$ cat config.mk
export PLATFORM = sky130hd
export DESIGN_NAME = fuzz_vec_driver_flat
export DESIGN_NICKNAME = d
export VERILOG_FILES = /design/src/rtl/fuzz_vec_driver_pkg.sv /design/src/rtl/fuzz_vec_driver_if.sv /design/src/rtl/fuzz_vec_driver_resp_ser.sv /design/src/rtl/fuzz_vec_driver.sv /design/src/flat_wrapper.sv
export SDC_FILE = /design/constraint.sdc
export NUM_CORES = 1
export LEC_CHECK = 0
export CAP_MARGIN = 20
export CORE_ASPECT_RATIO = 0.6
export CORE_UTILIZATION = 35
export CTS_CLUSTER_DIAMETER = 50
export DETAILED_ROUTE_END_ITERATION = 8
export DONT_BUFFER_PORTS = 1
export PLACE_DENSITY = 0.56
export SYNTH_ARGS = -nofsm -noshare
export SYNTH_HDL_FRONTEND = slang
export SYNTH_SLANG_ARGS = --single-unit
$ cat constraint.sdc
create_clock -name clkin -period 19.1 [get_ports clkin]
set_clock_uncertainty 0.05 [all_clocks]
set_input_delay 3.82 -clock clkin [delete_from_list [all_inputs] [get_ports clkin]]
set_output_delay 3.82 -clock clkin [all_outputs]
set_load 0.02 [all_outputs]
$ cat src/rtl/fuzz_vec_driver_pkg.sv
// Shared types and defaults for the fuzz-harness vector driver.
// Optional feature macro: FUZZ_VEC_DRV_PARITY_EN (adds m_parity on the response stream).
package fuzz_vec_pkg;

  typedef enum logic [1:0] {
    LOAD = 2'd0,
    HOLD = 2'd1,
    RESP = 2'd2
  } state_t;

  localparam int DEF_WORD_W = 32;
  localparam int DEF_VEC_W  = 96;

  // Number of stream words that make up one vector.
  function automatic int calc_nw(input int vec_w, input int word_w);
    return vec_w / word_w;
  endfunction

endpackage

$ cat src/rtl/fuzz_vec_driver_if.sv
// Stimulus and response stream bundle between the host link and the vector driver.
// Optional feature macro: FUZZ_VEC_DRV_PARITY_EN (adds m_parity).
interface fuzz_vec_driver_if #(
  parameter int WORD_W = 32
);

  logic              s_valid;
  logic              s_ready;
  logic [WORD_W-1:0] s_data;
  logic              m_valid;
  logic              m_ready;
  logic [WORD_W-1:0] m_data;
  logic              m_last;
`ifdef FUZZ_VEC_DRV_PARITY_EN
  logic              m_parity;
`endif

`ifdef FUZZ_VEC_DRV_PARITY_EN
  modport slave  (input  s_valid, s_data, m_ready,
                  output s_ready, m_valid, m_data, m_last, m_parity);
  modport master (output s_valid, s_data, m_ready,
                  input  s_ready, m_valid, m_data, m_last, m_parity);
`else
  modport slave  (input  s_valid, s_data, m_ready,
                  output s_ready, m_valid, m_data, m_last);
  modport master (output s_valid, s_data, m_ready,
                  input  s_ready, m_valid, m_data, m_last);
`endif

endinterface

$ cat src/rtl/fuzz_vec_driver_resp_ser.sv
// Capture register plus serializer: latches the DUT result vector on cap_en_i and
// returns it LSB word first with registered valid/data/last (and parity when enabled).
// Optional feature macro: FUZZ_VEC_DRV_PARITY_EN.
module fuzz_vec_resp_ser
  import fuzz_vec_pkg::*;
#(
  parameter int WORD_W = DEF_WORD_W,
  parameter int VEC_W  = DEF_VEC_W
) (
  input  logic              clkin,
  input  logic              rst,
  input  logic              cap_en_i,
  input  logic [VEC_W-1:0]  vec_i,
  input  logic              m_ready_i,
  output logic              m_valid_o,
  output logic [WORD_W-1:0] m_data_o,
  output logic              m_last_o,
`ifdef FUZZ_VEC_DRV_PARITY_EN
  output logic              m_parity_o,
`endif
  output logic              done_o
);

  localparam int NW = calc_nw(VEC_W, WORD_W);
  localparam int IW = (NW > 1) ? $clog2(NW) : 1;

  logic [VEC_W-1:0]  cap_q,   cap_d;
  logic [IW-1:0]     idx_q,   idx_d;
  logic              valid_q, valid_d;
  logic [WORD_W-1:0] data_q,  data_d;
  logic              last_q,  last_d;
`ifdef FUZZ_VEC_DRV_PARITY_EN
  logic              par_q,   par_d;
`endif
  logic              hs;

  assign hs     = valid_q & m_ready_i;
  assign done_o = hs & last_q;

  // Next-state for capture, word index and the registered response word.
  always_comb begin
    cap_d   = cap_q;
    idx_d   = idx_q;
    valid_d = valid_q;
    data_d  = data_q;
    last_d  = last_q;
    if (cap_en_i) begin
      cap_d   = vec_i;
      idx_d   = '0;
      valid_d = 1'b1;
      data_d  = vec_i[0 +: WORD_W];
      last_d  = (NW == 1);
    end else if (hs) begin
      if (last_q) begin
        idx_d   = '0;
        valid_d = 1'b0;
        last_d  = 1'b0;
      end else begin
        idx_d  = idx_q + 1'b1;
        data_d = cap_q[int'(idx_d) * WORD_W +: WORD_W];
        last_d = (idx_d == IW'(NW - 1));
      end
    end
`ifdef FUZZ_VEC_DRV_PARITY_EN
    par_d = ~^data_d;
`endif
  end

  // Response state registers; everything clears asynchronously on reset.
  always_ff @(posedge clkin or posedge rst) begin
    if (rst) begin
      cap_q   <= '0;
      idx_q   <= '0;
      valid_q <= 1'b0;
      data_q  <= '0;
      last_q  <= 1'b0;
`ifdef FUZZ_VEC_DRV_PARITY_EN
      par_q   <= 1'b0;
`endif
    end else begin
      cap_q   <= cap_d;
      idx_q   <= idx_d;
      valid_q <= valid_d;
      data_q  <= data_d;
      last_q  <= last_d;
`ifdef FUZZ_VEC_DRV_PARITY_EN
      par_q   <= par_d;
`endif
    end
  end

  assign m_valid_o  = valid_q;
  assign m_data_o   = data_q;
  assign m_last_o   = last_q;
`ifdef FUZZ_VEC_DRV_PARITY_EN
  assign m_parity_o = par_q;
`endif

endmodule

$ cat src/rtl/fuzz_vec_driver.sv
// Fuzz-harness vector driver: assembles clock/data vectors from a word stream,
// applies both to the DUT on one edge, holds them HOLD_CYCLES edges, then
// captures and streams back the DUT result vector.
// Optional feature macro: FUZZ_VEC_DRV_PARITY_EN (m_parity on the response stream).
module fuzz_vec_driver
  import fuzz_vec_pkg::*;
#(
  parameter int WORD_W      = DEF_WORD_W,
  parameter int VEC_W       = DEF_VEC_W,
  parameter int HOLD_CYCLES = 2
) (
  input  logic              clkin,
  input  logic              rst,
  fuzz_vec_driver_if.slave  bus,
  output logic [VEC_W-1:0]  dut_clkin_data,
  output logic [VEC_W-1:0]  dut_in_data,
  input  logic [VEC_W-1:0]  dut_out_data
);

  localparam int NW     = calc_nw(VEC_W, WORD_W);
  localparam int NWORDS = 2 * NW;
  localparam int CW     = $clog2(NWORDS);
  localparam int HW     = 8;

  state_t             state_q, state_d;
  logic [CW-1:0]      wcnt_q,  wcnt_d;
  logic [HW-1:0]      hold_q,  hold_d;
  logic [2*VEC_W-1:0] shadow_q, shadow_d;
  logic [VEC_W-1:0]   clkv_q,  clkv_d;
  logic [VEC_W-1:0]   datv_q,  datv_d;

  logic s_ready;
  logic accept;
  logic last_word;
  logic cap_en;
  logic resp_done;

  assign accept    = bus.s_valid & s_ready;
  assign last_word = (wcnt_q == CW'(NWORDS - 1));

  // FSM state register.
  always_ff @(posedge clkin or posedge rst) begin
    if (rst) state_q <= LOAD;
    else     state_q <= state_d;
  end

  // FSM next-state: apply on the final stimulus word, capture at end of hold,
  // return to loading after the last response handshake.
  always_comb begin
    state_d = state_q;
    unique case (state_q)
      LOAD:    if (accept && last_word)              state_d = HOLD;
      HOLD:    if (hold_q == HW'(HOLD_CYCLES - 1))   state_d = RESP;
      RESP:    if (resp_done)                        state_d = LOAD;
      default:                                       state_d = LOAD;
    endcase
  end

  // FSM outputs: stimulus ready only while loading and out of reset; capture strobe.
  always_comb begin
    s_ready = 1'b0;
    cap_en  = 1'b0;
    unique case (state_q)
      LOAD:    s_ready = ~rst;
      HOLD:    cap_en  = (hold_q == HW'(HOLD_CYCLES - 1));
      default: ;
    endcase
  end

  // Datapath next-state: shadow fill, atomic vector apply, hold counting.
  always_comb begin
    shadow_d = shadow_q;
    wcnt_d   = wcnt_q;
    hold_d   = hold_q;
    clkv_d   = clkv_q;
    datv_d   = datv_q;
    if (accept) begin
      shadow_d[int'(wcnt_q) * WORD_W +: WORD_W] = bus.s_data;
      if (last_word) begin
        wcnt_d = '0;
        hold_d = '0;
        clkv_d = shadow_d[0 +: VEC_W];
        datv_d = shadow_d[VEC_W +: VEC_W];
      end else begin
        wcnt_d = wcnt_q + 1'b1;
      end
    end
    if ((state_q == HOLD) && !cap_en) begin
      hold_d = hold_q + 1'b1;
    end
  end

  // Datapath registers; DUT vectors persist until the next apply.
  always_ff @(posedge clkin or posedge rst) begin
    if (rst) begin
      shadow_q <= '0;
      wcnt_q   <= '0;
      hold_q   <= '0;
      clkv_q   <= '0;
      datv_q   <= '0;
    end else begin
      shadow_q <= shadow_d;
      wcnt_q   <= wcnt_d;
      hold_q   <= hold_d;
      clkv_q   <= clkv_d;
      datv_q   <= datv_d;
    end
  end

  assign bus.s_ready    = s_ready;
  assign dut_clkin_data = clkv_q;
  assign dut_in_data    = datv_q;

  fuzz_vec_resp_ser #(
    .WORD_W (WORD_W),
    .VEC_W  (VEC_W)
  ) u_resp_ser (
    .clkin      (clkin),
    .rst        (rst),
    .cap_en_i   (cap_en),
    .vec_i      (dut_out_data),
    .m_ready_i  (bus.m_ready),
    .m_valid_o  (bus.m_valid),
    .m_data_o   (bus.m_data),
    .m_last_o   (bus.m_last),
`ifdef FUZZ_VEC_DRV_PARITY_EN
    .m_parity_o (bus.m_parity),
`endif
    .done_o     (resp_done)
  );

endmodule

$ cat src/flat_wrapper.sv
// flat-port wrapper written by rule: the top's interface ports become plain ports
module fuzz_vec_driver_flat import fuzz_vec_pkg::*;
#(
  parameter int WORD_W      = DEF_WORD_W,
  parameter int VEC_W       = DEF_VEC_W,
  parameter int HOLD_CYCLES = 2
)
  (clkin, rst, dut_clkin_data, dut_in_data, dut_out_data, bus_s_valid, bus_s_data, bus_m_ready, bus_s_ready, bus_m_valid, bus_m_data, bus_m_last);
  fuzz_vec_driver_if #(.WORD_W(WORD_W)) bus_i ();
  input  logic clkin;
  input  logic rst;
  output logic [VEC_W-1:0] dut_clkin_data;
  output logic [VEC_W-1:0] dut_in_data;
  input  logic [VEC_W-1:0] dut_out_data;
  input wire logic [$bits(bus_i.s_valid)-1:0] bus_s_valid;
  input wire logic [$bits(bus_i.s_data)-1:0] bus_s_data;
  input wire logic [$bits(bus_i.m_ready)-1:0] bus_m_ready;
  output wire logic [$bits(bus_i.s_ready)-1:0] bus_s_ready;
  output wire logic [$bits(bus_i.m_valid)-1:0] bus_m_valid;
  output wire logic [$bits(bus_i.m_data)-1:0] bus_m_data;
  output wire logic [$bits(bus_i.m_last)-1:0] bus_m_last;
  assign bus_i.s_valid = bus_s_valid;
  assign bus_i.s_data = bus_s_data;
  assign bus_i.m_ready = bus_m_ready;
  assign bus_s_ready = bus_i.s_ready;
  assign bus_m_valid = bus_i.m_valid;
  assign bus_m_data = bus_i.m_data;
  assign bus_m_last = bus_i.m_last;
  fuzz_vec_driver #(.WORD_W(WORD_W), .VEC_W(VEC_W), .HOLD_CYCLES(HOLD_CYCLES)) u_core (.clkin(clkin), .rst(rst), .bus(bus_i), .dut_clkin_data(dut_clkin_data), .dut_in_data(dut_in_data), .dut_out_data(dut_out_data));
endmodule
### After elaboration in Yosys (flattened, before gate mapping)

Index checks and enable logic that the tools add are counted.
W data, S select, Z words.

* eq/ne operators: 9
* shift operators: 3
* bitwise gates (word level): 4
* multiplexer cells: 23
* reduce and logical (&&, ||, !) cells: 13
* add/subtract/negate cells: 4

Operators by type and width (number)
* $bwmux W192: 1
* $shift A32 B33 Y192 const A: 1
* $shiftx A32 B33 Y192: 1
* $mux W32: 3
* $shiftx A96 B8 Y32: 1
* $neg A8 Y33: 1
* $mux W8: 3
* $mux W2: 6
* $add A8 B1 Y8 const B: 1
* $eq A8 B1 Y1 const B: 1
* $mux W1: 8
* $ne A2 B1 Y1 const B: 4
* $reduce_and A2 Y1: 4
* $reduce_bool A2 Y1: 4
* $pmux W2 S3: 1
* $eq A2 B2 Y1 const B: 2
* $add A3 B1 Y3 const B: 1
* $and A1 B1 Y1: 3
* $eq A3 B3 Y1 const B: 1
* $mux W3: 1
* $reduce_and A3 Y1: 1
* $add A2 B1 Y2 const B: 1
* $eq A2 B1 Y1 const B: 1
* $logic_and A1 B1 Y1: 2
* other kinds (3): 3

* input port bits: 132
* register bits after elaboration: 529
* output and inout bits: 227

### Logic depth before layout (Yosys ltp)

* depth in word-level cells: 6
* depth in mapped cells: 12
* depth with buffers taken out: 7

### By module

Synthesis repeated with hierarchy kept, for this count alone.

* cells, all modules: 2346
* area, all modules: 23266.1 µm²

Modules (own cells, without submodules)
* fuzz_vec_driver: cells each 1891, area an instance 17280.3 µm², times used 1
* fuzz_vec_resp_ser: cells each 455, area an instance 5985.7 µm², times used 1

### Worst setup path before layout

OpenSTA, ideal clock, no wires.

* path type: input to output
* from: in rst
* to: out bus_s_ready
* required time: 15.230 ns
* path slack: 10.907 ns
* stages: 1
* path buffers: 0
* data arrival time: 4.323 ns
* path through: nor3_1

* longest elaborated chain between the ends: 2

Ends and longest elaborated chain
* start: declaration: line flat_wrapper.sv:11 `input logic rst;`
* $not A1 Y1: line fuzz_vec_driver.sv:64 `LOAD: s_ready = ~rst;`
* $mux W1: line fuzz_vec_driver.sv:63 `unique case (state_q)`
* end: declaration: line flat_wrapper.sv:18 `output wire logic [$bits(bus_i.s_ready)-1:0] bus_s_ready;`

No other way between the ends.

### Final worst setup path

Same ends and word-level chain as after synthesis.

==> impl_metrics.tcl <==
set metrics [dict create \
    outcome "complete, no violations" \
    p_per_area_mw_per_mm2 163 \
    clock_sinks 529 \
    numPortBuffers 0 \
    synth_top_area_cell "dfrtp_1" \
    min_to "u_core.shadow_q[170]$_DFFE_PP0P_" \
    antenna_found_initial 0 \
    finalHoldViolCount 0 \
    final_cells 3084 \
    grt_pass1_vias 15500 \
    power_mw 4.11 \
    postSynthAreaPerCell_sq_um 10.0 \
    worstPathRequired_ps 15230 \
    postCtsSetupBuffers 0 \
    start_util_pct 35.4 \
    grt_pass1_wl_microns 92900 \
    rsz0062_at_grt "no" \
    layout_commonest_cell "nand2_1" \
    dpl.hpwl_microns 39200 \
    path_max_fanout 3 \
    drive_gt1_share_pct 8.33 \
    r2r-start "u_core.wcnt_q[1]$_DFFE_PP0P_" \
    core_area_sq_mm 0.0645 \
    worst_pin_slew_ps 1210 \
    synth_cell_types 41 \
    whs_ps 422 \
    rows 72 \
    crit_chain "nor3_1" \
    peakVddDrop_mv 0.0755 \
    crit_type "in -> out" \
    setup_viol 0 \
    nNetsFinal 2329 \
    drt-initial-drc-count 980 \
    worst-path-buf-inv 0 \
    tns_ps 0 \
    clk_latency_ps 640 \
    synth_top_area_share_pct 58.0 \
    fillCellCount 6272 \
    clock-root-buffer "clkbuf_16" \
    synthCells 2283 \
    hold_buffers 0 \
    grt_usage_pct 17.8 \
    cap_violations 0 \
    final_cell_mix "nand2_1 (700), dfrtp_1 (528), o21ai_0 (404), mux2i_1 (161), clkbuf_16 (53)" \
    die_x_microns 332 \
    reg2regPathDepth 9 \
    max_stage_delay_ps 530 \
    seq_area_sq_mm 0.0132 \
    start_kind "input port" \
    vias 15800 \
    rrSetupSlack_ps 15810 \
    max_clock_freq_ghz 0.122 \
    placedCellCount 2981 \
    ios 359 \
    synth_fp_nets 2423 \
    fin_ws_ps 10880 \
    place.gp.congestion 0.774 \
    crit_family "simple AND/OR/NAND/NOR gates" \
    worstHoldPathCells 2 \
    numCtsBuffers 53 \
    grt_overflow 0 \
    min_period_ps 8220 \
    htree_levels 2 \
    wl_microns 60300 \
    seq_area_frac_synth_pct 58.0 \
    clockBufferDepth 3 \
    clk_pin_slew_ps 60 \
    avgRoutedWirePerCell_microns 19.5 \
    worstPathArrival_ps 4350 \
    hold_path.class "reg -> reg" \
    slew_viol_final 0 \
    die_y_microns 200 \
    leakagePower_nw 11.1 \
    drc_errors 0 \
    syn_to_final_growth_pct 10.7 \
    synthesis.area_sq_mm 0.0228 \
    ys_seq_elements 529 \
    ys_warn_count 0 \
    vias_per_cell 5.13 \
    fin_crit_sh_pct 43.0 \
    critical_path.endpoint_type "output pin" \
    dieArea_sq_mm 0.0663 \
    pre_cts_ws_ps 10880 \
    grt_max_degree 293 \
    num_antenna_cells 0 \
    slew_headroom_pct 19.6 \
    yosys-top-cells-area "dfrtp_1 (58%), nand2_1 (12%), o21ai_0 (8.9%), mux2i_1 (7.1%), mux2_2 (2.5%)" \
    r2r-end "u_core.shadow_q[180]$_DFFE_PP0P_" \
    drtPass1Iterations 5 \
    tritoncts "yes" \
    ctsResizeCount 0 \
    ant_nets 0 \
    min_from "u_core.shadow_q[170]$_DFFE_PP0P_" \
    multiInputGateArea_sq_mm 0.00885 \
    cp_slowest_cell "nor3_1" \
]
-- power breakdown --
group | switching (mW) | internal [mW]
combinational | 0.623 | 0.406
clock | 0.466 | 0.612
sequential | 0.502 | 1.50
total | 1.59 | 2.52
-- synthesized netlist by cell type, drive strengths merged --
master	n
dfrtp	529
nor3b	1
a21o	2
nor4b	2
and2	49
o211ai	1
o22ai	1
nand3	12
nor3	5
or2	1
clkbuf	104
a21bo	1
o31ai	2
a21oi	4
and4b	1
ha	8
a311oi	1
o21ai	404
nand4	3
nand2b	2
inv	9
a31oi	32
and4bb	1
and3	7
buf	72
nor2	11
a221o	31
nand2	703
mux2	80
nor2b	37
nor4bb	1
a211o	2
mux2i	161
nand3b	2
nand4bb	1
-- worst max path at each step --
stage               cells past startpoint  slack, ps                                   end  startpoint
global placement                        1      10810                           bus_s_ready         rst
global route                            1      10830                           bus_s_ready         rst
floorplan                               1        450  u_core.dut_clkin_data[0]$_DFFE_PP0P_         rst
CTS                                     1      10880                           bus_s_ready         rst
detailed placement                      1      10880                           bus_s_ready         rst
finish                                  1      10880                           bus_s_ready         rst
-- layer usage --
| layer | vias up | part of all wire [%] | track usage [%] | routed length (microns) |
|---|---|---|---|---|
| met1 | 7903 | 46 | 24.4 | 27400 |
| met4 | 0 | 3.0 | 5.96 | 1800 |
| li1 | 7508 | - | - | - |
| met3 | 94 | 5.8 | 4.47 | 3490 |
| met5 | - | 0 | 0 | 0 |
| met2 | 323 | 46 | 27.5 | 27500 |
-- flip-flops by register name, indices dropped and copies added (netlist names) --
register / flops
u_core.dut_clkin_data: 96
u_core.hold_q: 8
u_core.shadow_q: 192
u_core.u_resp_ser.m_valid_o: 1
u_core.state_q: 2
u_core.wcnt_q: 3
u_core.u_resp_ser.m_last_o: 1
u_core.u_resp_ser.cap_q: 96
u_core.u_resp_ser.idx_q: 2
u_core.dut_in_data: 96
u_core.u_resp_ser.m_data_o: 32
-- cell type report --
class	instances	area share, %
Multi-Input combinational cell	1569	35.0
Clock buffer	77	6.00
Tap cell	851	4.21
Sequential cell	529	52.3
Timing Repair Buffer	27	1.16
Clock inverter	22	1.13
Inverter	9	0.163
-- worst min-delay path: stages, from the launching register on --
cell and delay, ps:
dfrtp_1 340, nand2_1 40, o21ai_0 60
-- logic make-up after synthesis --
group                    count (synthesis)  share of synthesized area, %
AND/OR/NAND/NOR                        839                          15.4
flip-flops                             529                          58.0
AO/OA/AOI/OAI                          481                          11.5
multiplexers                           241                          11.0
buffers and inverters                  185                          3.72
adder cells (fa/ha/maj)                  8                         0.438
-- through the flow --
step / utilization [%] / instance area [sq um]
6_report: 39.2 / 25300
5_1_grt: 39.2 / 25300
4_1_cts: 39.1 / 25200
3_5_place_dp: 36.3 / 23400
3_3_place_gp: 36.3 / 23400
2_1_floorplan: - / 22800
No activity file was read; power rests on OpenSTA's default activity.
